File: config.mk
export PLATFORM = sky130hd
export DESIGN_NAME = gpio_in
export DESIGN_NICKNAME = d
export VERILOG_FILES = /design/src/rtl/gpio_in_pkg.sv /design/src/rtl/gpio_in_debounce.sv /design/src/rtl/gpio_in.sv
export SDC_FILE = /design/constraint.sdc
export NUM_CORES = 1
export LEC_CHECK = 0
export BUFFER_PORTS_ARGS = -buffer_cell sky130_fd_sc_hd__buf_2
export CAP_MARGIN = 25
export CELL_PAD_IN_SITES_DETAIL_PLACEMENT = 0
export CELL_PAD_IN_SITES_GLOBAL_PLACEMENT = 1
export CORE_MARGIN = 2
export CORE_UTILIZATION = 47
export DETAILED_ROUTE_END_ITERATION = 10
export PLACE_DENSITY_LB_ADDON = 0.1
export SLEW_MARGIN = 15
export SYNTH_ARGS = -nofsm -noshare
export SYNTH_HDL_FRONTEND = slang
export SYNTH_SLANG_ARGS = --single-unit
File: constraint.sdc
create_clock -name clk -period 10.65 [get_ports clk]
set_input_delay 1.5975 -clock clk [delete_from_list [all_inputs] [get_ports clk]]
set_output_delay 1.5975 -clock clk [all_outputs]
set_load 0.01 [all_outputs]
File: src/rtl/gpio_in_pkg.sv
// Shared constants for the GPIO input peripheral: register offsets,
// bus access-width encodings, default debounce reload and lane helpers.
package gpio_in_pkg;

  typedef enum logic [2:0] {
    REG_DATA   = 3'd0,
    REG_RISE   = 3'd1,
    REG_FALL   = 3'd2,
    REG_PEND   = 3'd3,
    REG_IRQEN  = 3'd4,
    REG_RAW    = 3'd5,
    REG_DBNC   = 3'd6,
    REG_UNUSED = 3'd7
  } reg_e;

  localparam logic [1:0] MASK_BYTE = 2'b00;
  localparam logic [1:0] MASK_HALF = 2'b01;
  localparam logic [1:0] MASK_WORD = 2'b10;

  localparam logic [15:0] DB_DEFAULT_C = 16'd25000;

  // Byte-lane enables for a write; misaligned half/word accesses select nothing.
  function automatic logic [3:0] lane_enable(input logic [1:0] mask, input logic [1:0] addr_lo);
    logic [3:0] en;
    case (mask)
      MASK_BYTE: en = 4'b0001 << addr_lo;
      MASK_HALF: en = addr_lo[0] ? 4'b0000 : (addr_lo[1] ? 4'b1100 : 4'b0011);
      default:   en = (addr_lo == 2'b00) ? 4'b1111 : 4'b0000;
    endcase
    return en;
  endfunction

  function automatic logic [31:0] lane_bits(input logic [3:0] en);
    return {{8{en[3]}}, {8{en[2]}}, {8{en[1]}}, {8{en[0]}}};
  endfunction

endpackage

File: src/rtl/gpio_in_debounce.sv
// One input pin: two-flop synchroniser, saturating debounce counter and
// edge strobes that coincide with the update of the debounced level.
module gpio_debounce #(
  parameter int CNT_W = 16
) (
  input  logic             clk,
  input  logic             rst_n,
  input  logic             in_async,
  input  logic [CNT_W-1:0] d,
  output logic             stable,
  output logic             rise,
  output logic             fall,
  output logic             sync
);

  localparam logic [CNT_W-1:0] CNT_ONE = {{(CNT_W-1){1'b0}}, 1'b1};

  logic             meta_q;
  logic             sync_q;
  logic             stable_q, stable_d;
  logic [CNT_W-1:0] cnt_q, cnt_d;
  logic [CNT_W-1:0] deff_m1;

  always_comb begin
    deff_m1  = (d == '0) ? '0 : d - CNT_ONE;
    cnt_d    = cnt_q;
    stable_d = stable_q;
    if (sync_q != stable_q) begin
      // ">=" lets a shortened D take effect on the next differing cycle.
      if (cnt_q >= deff_m1) begin
        stable_d = sync_q;
        cnt_d    = '0;
      end else if (cnt_q != '1) begin
        cnt_d = cnt_q + CNT_ONE;
      end
    end else begin
      cnt_d = '0;
    end
  end

  always_ff @(posedge clk) begin
    if (!rst_n) begin
      meta_q   <= 1'b0;
      sync_q   <= 1'b0;
      stable_q <= 1'b0;
      cnt_q    <= '0;
    end else begin
      meta_q   <= in_async;
      sync_q   <= meta_q;
      stable_q <= stable_d;
      cnt_q    <= cnt_d;
    end
  end

  assign stable = stable_q;
  assign sync   = sync_q;
  assign rise   = stable_d & ~stable_q;
  assign fall   = ~stable_d & stable_q;

endmodule

File: src/rtl/gpio_in.sv
// Memory-mapped GPIO input block: per-pin debounce, edge-pending flags with
// write-one-to-clear, level interrupt and a registered-read responder port.
module gpio_in
  import gpio_in_pkg::*;
#(
  parameter int               N_IN       = 8,
  parameter int               CNT_W      = 16,
  parameter logic [CNT_W-1:0] DB_DEFAULT = CNT_W'(DB_DEFAULT_C)
) (
  input  logic            clk,
  input  logic            rst_n,
  input  logic [N_IN-1:0] pins,
  input  logic            we,
  input  logic            re,
  input  logic [1:0]      mask,
  input  logic [4:0]      addr,
  input  logic [31:0]     wdata,
  output logic [31:0]     rdata,
  output logic            irq
);

  logic [N_IN-1:0]  stable, rise, fall, sync;
  logic [N_IN-1:0]  rise_en_q, rise_en_d;
  logic [N_IN-1:0]  fall_en_q, fall_en_d;
  logic [N_IN-1:0]  pend_q, pend_d;
  logic [N_IN-1:0]  irqen_q, irqen_d;
  logic [CNT_W-1:0] dbnc_q, dbnc_d;
  logic [31:0]      rdata_q, rdata_d;
  logic             irq_q, irq_d;

  logic [31:0]      wmask;
  logic [N_IN-1:0]  wmask_n, wdata_n, clr;
  logic [31:0]      rd_word;
  reg_e             sel;
  logic             unused_bits;

  for (genvar gi = 0; gi < N_IN; gi++) begin : g_pin
    gpio_debounce #(.CNT_W(CNT_W)) u_db (
      .clk      (clk),
      .rst_n    (rst_n),
      .in_async (pins[gi]),
      .d        (dbnc_q),
      .stable   (stable[gi]),
      .rise     (rise[gi]),
      .fall     (fall[gi]),
      .sync     (sync[gi])
    );
  end

  // Data and lane bits above the implemented register widths are don't-care.
  assign unused_bits = ^{wdata, wmask};

  always_comb begin
    sel     = reg_e'(addr[4:2]);
    wmask   = lane_bits(lane_enable(mask, addr[1:0]));
    wmask_n = wmask[N_IN-1:0];
    wdata_n = wdata[N_IN-1:0];

    rise_en_d = rise_en_q;
    fall_en_d = fall_en_q;
    irqen_d   = irqen_q;
    dbnc_d    = dbnc_q;
    clr       = '0;
    if (we) begin
      case (sel)
        REG_RISE:  rise_en_d = (rise_en_q & ~wmask_n) | (wdata_n & wmask_n);
        REG_FALL:  fall_en_d = (fall_en_q & ~wmask_n) | (wdata_n & wmask_n);
        REG_PEND:  clr       = wdata_n & wmask_n;
        REG_IRQEN: irqen_d   = (irqen_q & ~wmask_n) | (wdata_n & wmask_n);
        REG_DBNC:  dbnc_d    = (dbnc_q & ~wmask[CNT_W-1:0]) | (wdata[CNT_W-1:0] & wmask[CNT_W-1:0]);
        default:   ;
      endcase
    end

    // New edges are ORed in after the clear so a same-cycle set wins.
    pend_d = (pend_q & ~clr) | (rise & rise_en_q) | (fall & fall_en_q);
    irq_d  = |(pend_q & irqen_q);

    rd_word = '0;
    case (sel)
      REG_DATA:  rd_word[N_IN-1:0]  = stable;
      REG_RISE:  rd_word[N_IN-1:0]  = rise_en_q;
      REG_FALL:  rd_word[N_IN-1:0]  = fall_en_q;
      REG_PEND:  rd_word[N_IN-1:0]  = pend_q;
      REG_IRQEN: rd_word[N_IN-1:0]  = irqen_q;
      REG_RAW:   rd_word[N_IN-1:0]  = sync;
      REG_DBNC:  rd_word[CNT_W-1:0] = dbnc_q;
      default:   rd_word = '0;
    endcase
    rdata_d = re ? rd_word : rdata_q;
  end

  always_ff @(posedge clk) begin
    if (!rst_n) begin
      rise_en_q <= '0;
      fall_en_q <= '0;
      pend_q    <= '0;
      irqen_q   <= '0;
      dbnc_q    <= DB_DEFAULT;
      rdata_q   <= '0;
      irq_q     <= 1'b0;
    end else begin
      rise_en_q <= rise_en_d;
      fall_en_q <= fall_en_d;
      pend_q    <= pend_d;
      irqen_q   <= irqen_d;
      dbnc_q    <= dbnc_d;
      rdata_q   <= rdata_d;
      irq_q     <= irq_d;
    end
  end

  assign rdata = rdata_q;
  assign irq   = irq_q;

endmodule

# Word-level counts from Yosys, hierarchy flattened
# Cells that the tools add are included.
[classes]
add_sub_neg = 9
multipliers = 0
div_mod_pow = 0
order_cmp = 8
n_eq_ne = 23
shift = 1
muxes = 25
bitwise_logic = 60
reduce_logical = 17
[ops]
columns = ["operator", "count"]
rows = [
  ["$add A16 B1 Y16 const B", 8],
  ["$ge A16 B16 Y1", 8],
  ["$ne A16 B16 Y1 const B", 8],
  ["$and A8 B8 Y8", 8],
  ["$pmux W8 S7", 1],
  ["$or A8 B8 Y8", 5],
  ["$and A16 B16 Y16", 2],
  ["$not A1 Y1", 25],
  ["$mux W8", 3],
  ["$reduce_or A3 Y1", 8],
  ["$and A1 B1 Y1", 16],
  ["$logic_not A16 Y1", 1],
  ["$mux W1", 16],
  ["$mux W16", 1],
  ["$not A16 Y16", 1],
  ["$not A8 Y8", 2],
  ["$or A16 B16 Y16", 1],
  ["$sub A16 B1 Y16 const B", 1],
  ["$eq A3 B3 Y1 const B", 3],
  ["$ne A1 B1 Y1", 8],
  ["$reduce_and A2 Y1", 4],
  ["$reduce_or A8 Y1", 1],
  ["$eq A3 B2 Y1 const B", 2],
  ["$mux W2", 3],
  ["other kinds (6)", 7],
]
[totals]
reg_bits = 217
latchBits = 0
mem_bits_rw = 0
mem_bits_ro = 0
input_bits = 51
out_inout_bits = 33
word_cells = 182
mem_count = 0

# Logic depth before layout (Yosys ltp)
[logic_depth]
word_depth = 10
mapped_depth = 16
ltp_nobuf = 13

# Hierarchy
# Synthesis repeated with hierarchy kept, for this count alone.
[hier_totals]
cells_unflattened = 1966
area_unflattened_um2 = 16290.6
[modules_own_cells]
columns = ["module", "n_inst", "cells_per_inst", "area_per_inst_um2", "seq_area_each_um2"]
rows = [
  ["gpio_debounce at g_pin[1].u_db ...", 5, 200, 1627.8, 380.4],
  ["gpio_debounce at g_pin[0].u_db ...", 2, 207, 1645.3, 380.4],
  ["gpio_in", 1, 344, 3215.6, 1301.2],
  ["gpio_debounce at g_pin[7].u_db", 1, 208, 1645.3, 380.4],
]

# Worst setup path after synthesis
# No wires, ideal clock.
[synth_path]
path_type = "flip-flop to flip-flop"
start = "reg (tool-made name)"
end = "reg g_pin[3].u_db.cnt_q[11]"
setup_time_ns = 0.064
arrival_ns = 3.283
required_ns = 10.586
setup_slack_ns = 7.303
stages_incl_launch_ff = 16
path_buffers = 4
synth_period_minus_slack_ns = 3.347
cell_sequence = "dfxtp_1 clkbuf_1 or4_1 nor2_1 nand3_1 buf_2 nand2_1 ha_1 a21oi_1 o21ai_1 a221oi_2 o21ai_1 or3_1 clkbuf_2 buf_2 nor2_1"
[synth_lines]
columns = ["item", "line_no", "rtl"]
rows = [
  ["end signal, assigned", "gpio_in_debounce.sv:51", "cnt_q <= cnt_d;"],
  ["end, declared", "gpio_in_debounce.sv:21", "logic [CNT_W-1:0] cnt_q, cnt_d;"],
]

==> results.py <==
metrics = {
    "outcome": {
        "result_of_the_run": "finished, final reports clean",
    },
    "critical_path": {
        "worst-endpoint-required_ns": 11.09,
        "ff2ff_setup_slack_ns": 6.13,
        "crit_type": "register to register",
        "end_of_the_worst_register_to_register_path": "g_pin[3].u_db.cnt_q[15]$_SDFFE_PP0P_",
        "worst_path_dominant_cell_family": "simple AND/OR/NAND/NOR gates",
        "critical-path-max-stage-delay_ns": 0.77,
        "end_kind": "register",
        "crit_fanout": 16,
        "register_to_register_path_depth": 11,
        "timing.critical_path.arrival_ns": 4.96,
        "timing.critical_path.cells": "or4_1 > nor2_1 > nand3_1 > nand2_1 > ha_1 > a21oi_1 > o21ai_1 > a221oi_2 > o21ai_1 > or3_1 > a311oi_1",
        "critical-path-slowest-cell": "nand2_1",
        "path_buf_inv": 0,
        "most_common_cell_type_on_the_critical_path": "o21ai_1",
        "timing.critical_path.from_type": "register",
    },
    "drt": {
        "drc_errors": 0,
        "wirelength_um": 31800,
        "routed_wire_length_per_instance_um": 16.8,
        "via_count": 10500,
        "drt.antenna.violating_nets": 0,
        "initialDrtViolationCount": 570,
        "first_pass_drt_iterations": 5,
        "route.detailed.vias_per_inst": 5.54,
    },
    "cts": {
        "tritoncts_buffers": 26,
        "cts_repair_resize_count": 0,
        "cts_tree": "done",
        "post_cts_hold_buffer_count": 0,
        "clock-root-buffer": "clkbuf_16",
        "clock_sink_count": 217,
        "htreeDepth": 1,
        "clock_network_latency_to_the_later_pin_of_the_worst_skew_pair_ns": 0.53,
        "cts_buffer_depth": 3,
        "path_clk_slew_ns": 0.06,
        "post_cts_buffers": 0,
    },
    "placed_design": {
        "globalplace.congestion": 0.794,
        "dpl.hpwl_um": 21800,
        "dp.cells": 1848,
        "place.port_buffers": 51,
        "placed_area_um2": 13200,
    },
    "yosys": {
        "ys_warn_count": 0,
        "yosysSeqAreaShare_pct": 33.9,
        "synthMostInstantiatedCell": "dfxtp_1",
        "asyncSetResetFlopFracSynth_pct": 0,
        "top_cells_by_area_synth": "dfxtp_1 34%, ha_1 13%, nor2_1 5.8%",
        "mean_cell_area_of_the_mapped_netlist_um2": 8.51,
        "yosys_most_used_dff": "dfxtp_1",
        "syn-cell-area_um2": 12800,
        "postSynthRegisterBits": 217,
        "synth.top_cells.by_count": "217 x dfxtp_1, 199 x nor2_1, 160 x nand2_1",
        "synth_edf_count": 0,
        "synth_top_area_share_pct": 33.9,
        "ys_types": 69,
        "library_cell_with_the_largest_summed_area_after_synthesis": "dfxtp_1",
        "synthCells": 1504,
    },
    "layout": {
        "finish.net_count": 1724,
        "post_layout_nonfiller_instances": 1894,
        "final_cell_area_um2": 14100,
        "n_antenna_cell": 0,
        "fraction_of_layout_instances_using_a_drive_strength_above_1_pct": 8.24,
        "layout_overhead_on_the_synthesized_area_pct": 10.2,
    },
    "floorplan": {
        "placementRows": 60,
        "die_h_um": 169,
        "io_pins": 84,
        "fp.dieArea_um2": 28600,
        "initial_utilization_pct": 47.6,
        "die_x_um": 169,
        "core_um2": 26900,
    },
    "grt": {
        "grt_start_max_net_pins": 55,
        "grt_pass1_vias": 9717,
        "global_route.overflow_total": 0,
        "grt_pass1_wl_um": 51700,
        "initial_antenna_violation_count": 0,
        "track_usage_pct": 22.3,
    },
    "power": {
        "power_per_cell_area_nw_per_um2": 127,
        "vdd.ir_drop.worst_uv": 140,
        "power.leakage_nw": 5.79,
    },
    "sta": {
        "setup_viol_count_final": 0,
        "maxSlewHeadroom_pct": 48.7,
        "fin_tns_setup_ns": 0,
        "report.final.hold_viol_count": 0,
        "finalMaxSlewViolations": 0,
        "clock_skew_ns": 0.0126,
        "unrepaired_setup_endpoints_after_global_routing": "false",
        "final.period_utilization_pct": 42.5,
        "post-route-min-period_ns": 4.52,
        "timing.fmax_mhz": 221,
        "tightest_slew_ns": 0.767,
    },
    "hold_path": {
        "timing.hold.worst_path_depth": 1,
        "min_delay_worst_endpoint": "g_pin[6].u_db.sync$_SDFF_PN0_",
        "worstHoldPathType": "register to register",
        "hold_path_startpoint": "g_pin[6].u_db.meta_q$_SDFF_PN0_",
    },
    "flow_run": {
        "timing.max_cap.violations": 0,
    },
}
[cell type report]
cell class | count | area [µm²]
clock inverter | 7 | 65.1
tap | 341 | 427
fill | 2601 | 12800
sequential | 217 | 4340
timing repair buffer | 54 | 278
multi-input combinational | 1216 | 8100
inverter | 20 | 75.1
clock buffer | 39 | 821
[cells by family (layout without fill, tap and decap cells)]
logic type                 Yosys count  in the layout  synth area share [%]
adders and majority gates          138            138                  13.5
and+or+nand+nor                    675            675                  26.2
muxes                               73             73                  6.29
buffers and inverters               86            120                  3.28
AOI/OAI and AO/OA                  217            217                  10.2
other                                1             16                0.0293
xor gates and xnor gates            97             97                  6.63
DFF                                217            217                  33.9
[metrics by stage]
stage	total power, W	hold slack (ns)	setup slack, ns	util, %
2_1_floorplan	0.000883	0.412	7.30	-
3_3_place_gp	0.000900	0.415	6.14	49.2
3_5_place_dp	0.000901	0.422	6.08	49.2
4_1_cts	0.00181	0.437	6.06	52.5
5_1_grt	0.00185	0.442	5.83	52.5
6_report	0.00178	0.433	6.13	52.5
[metal layers]
metal	global-route usage, %	routed length, µm
met1	31.5	15900
met2	37.0	14300
met3	2.71	1030
met4	4.50	603
met5	0	0
[where the power goes]
part / internal [W] / total, W / switching [W]
Clock: 0.000552 / 0.000902 / 0.000350
Sequential: 0.000817 / 0.000822 / 0.00000436
Combinational: 0.0000208 / 0.0000608 / 0.0000400
Total: 0.00139 / 0.00178 / 0.000394
[worst reg2reg max path: cells and delay by family, from the launching register on]
family | cells | cell delay [ns]
AOI/OAI and AO/OA | 5 | 1.00
adders and majority gates | 1 | 0.38
DFF | 1 | 0.38
and+or+nand+nor | 5 | 2.69
[how the worst max path moves through the flow]
stage / from / cells past startpoint / end / slack, ns
6_report: register / 11 / g_pin[3].u_db.cnt_q[15]$_SDFFE_PP0P_ / 6.13
3_3_place_gp: register / 11 / g_pin[3].u_db.cnt_q[15]$_SDFFE_PP0P_ / 6.14
3_5_place_dp: register / 11 / g_pin[3].u_db.cnt_q[15]$_SDFFE_PP0P_ / 6.08
5_1_grt: register / 11 / g_pin[3].u_db.cnt_q[15]$_SDFFE_PP0P_ / 5.83
4_1_cts: register / 11 / g_pin[3].u_db.cnt_q[15]$_SDFFE_PP0P_ / 6.06
2_1_floorplan: register / 15 / g_pin[3].u_db.cnt_q[11]$_SDFFE_PP0P_ / 7.30
[cells in the final DEF, fill, tap and decap left out, types with 7 or more instances in the layout]
cell type | synthesis | layout
a22o_1 | 9 | 9
and4_1 | 18 | 18
mux2i_1 | 67 | 67
nor3b_1 | 9 | 9
nor3_1 | 35 | 35
nor2_1 | 199 | 199
o21ai_1 | 9 | 9
ha_1 | 138 | 138
nand2_1 | 160 | 160
a31oi_1 | 7 | 7
a221oi_1 | 7 | 7
nand3_1 | 69 | 69
buf_2 | 20 | 51
clkbuf_16 | 0 | 27
inv_1 | 19 | 19
a21oi_1 | 87 | 87
o21ai_0 | 50 | 50
a22oi_1 | 11 | 11
nor4_1 | 7 | 7
clkbuf_8 | 0 | 10
and2_1 | 30 | 30
a211oi_1 | 15 | 15
nor2b_1 | 39 | 39
xnor2_1 | 35 | 35
dfxtp_1 | 217 | 217
xor2_1 | 62 | 62
and3_1 | 20 | 20
nand4_1 | 42 | 42
conb_1 | 1 | 16
Note: power is estimated with default switching activity, not from simulation.
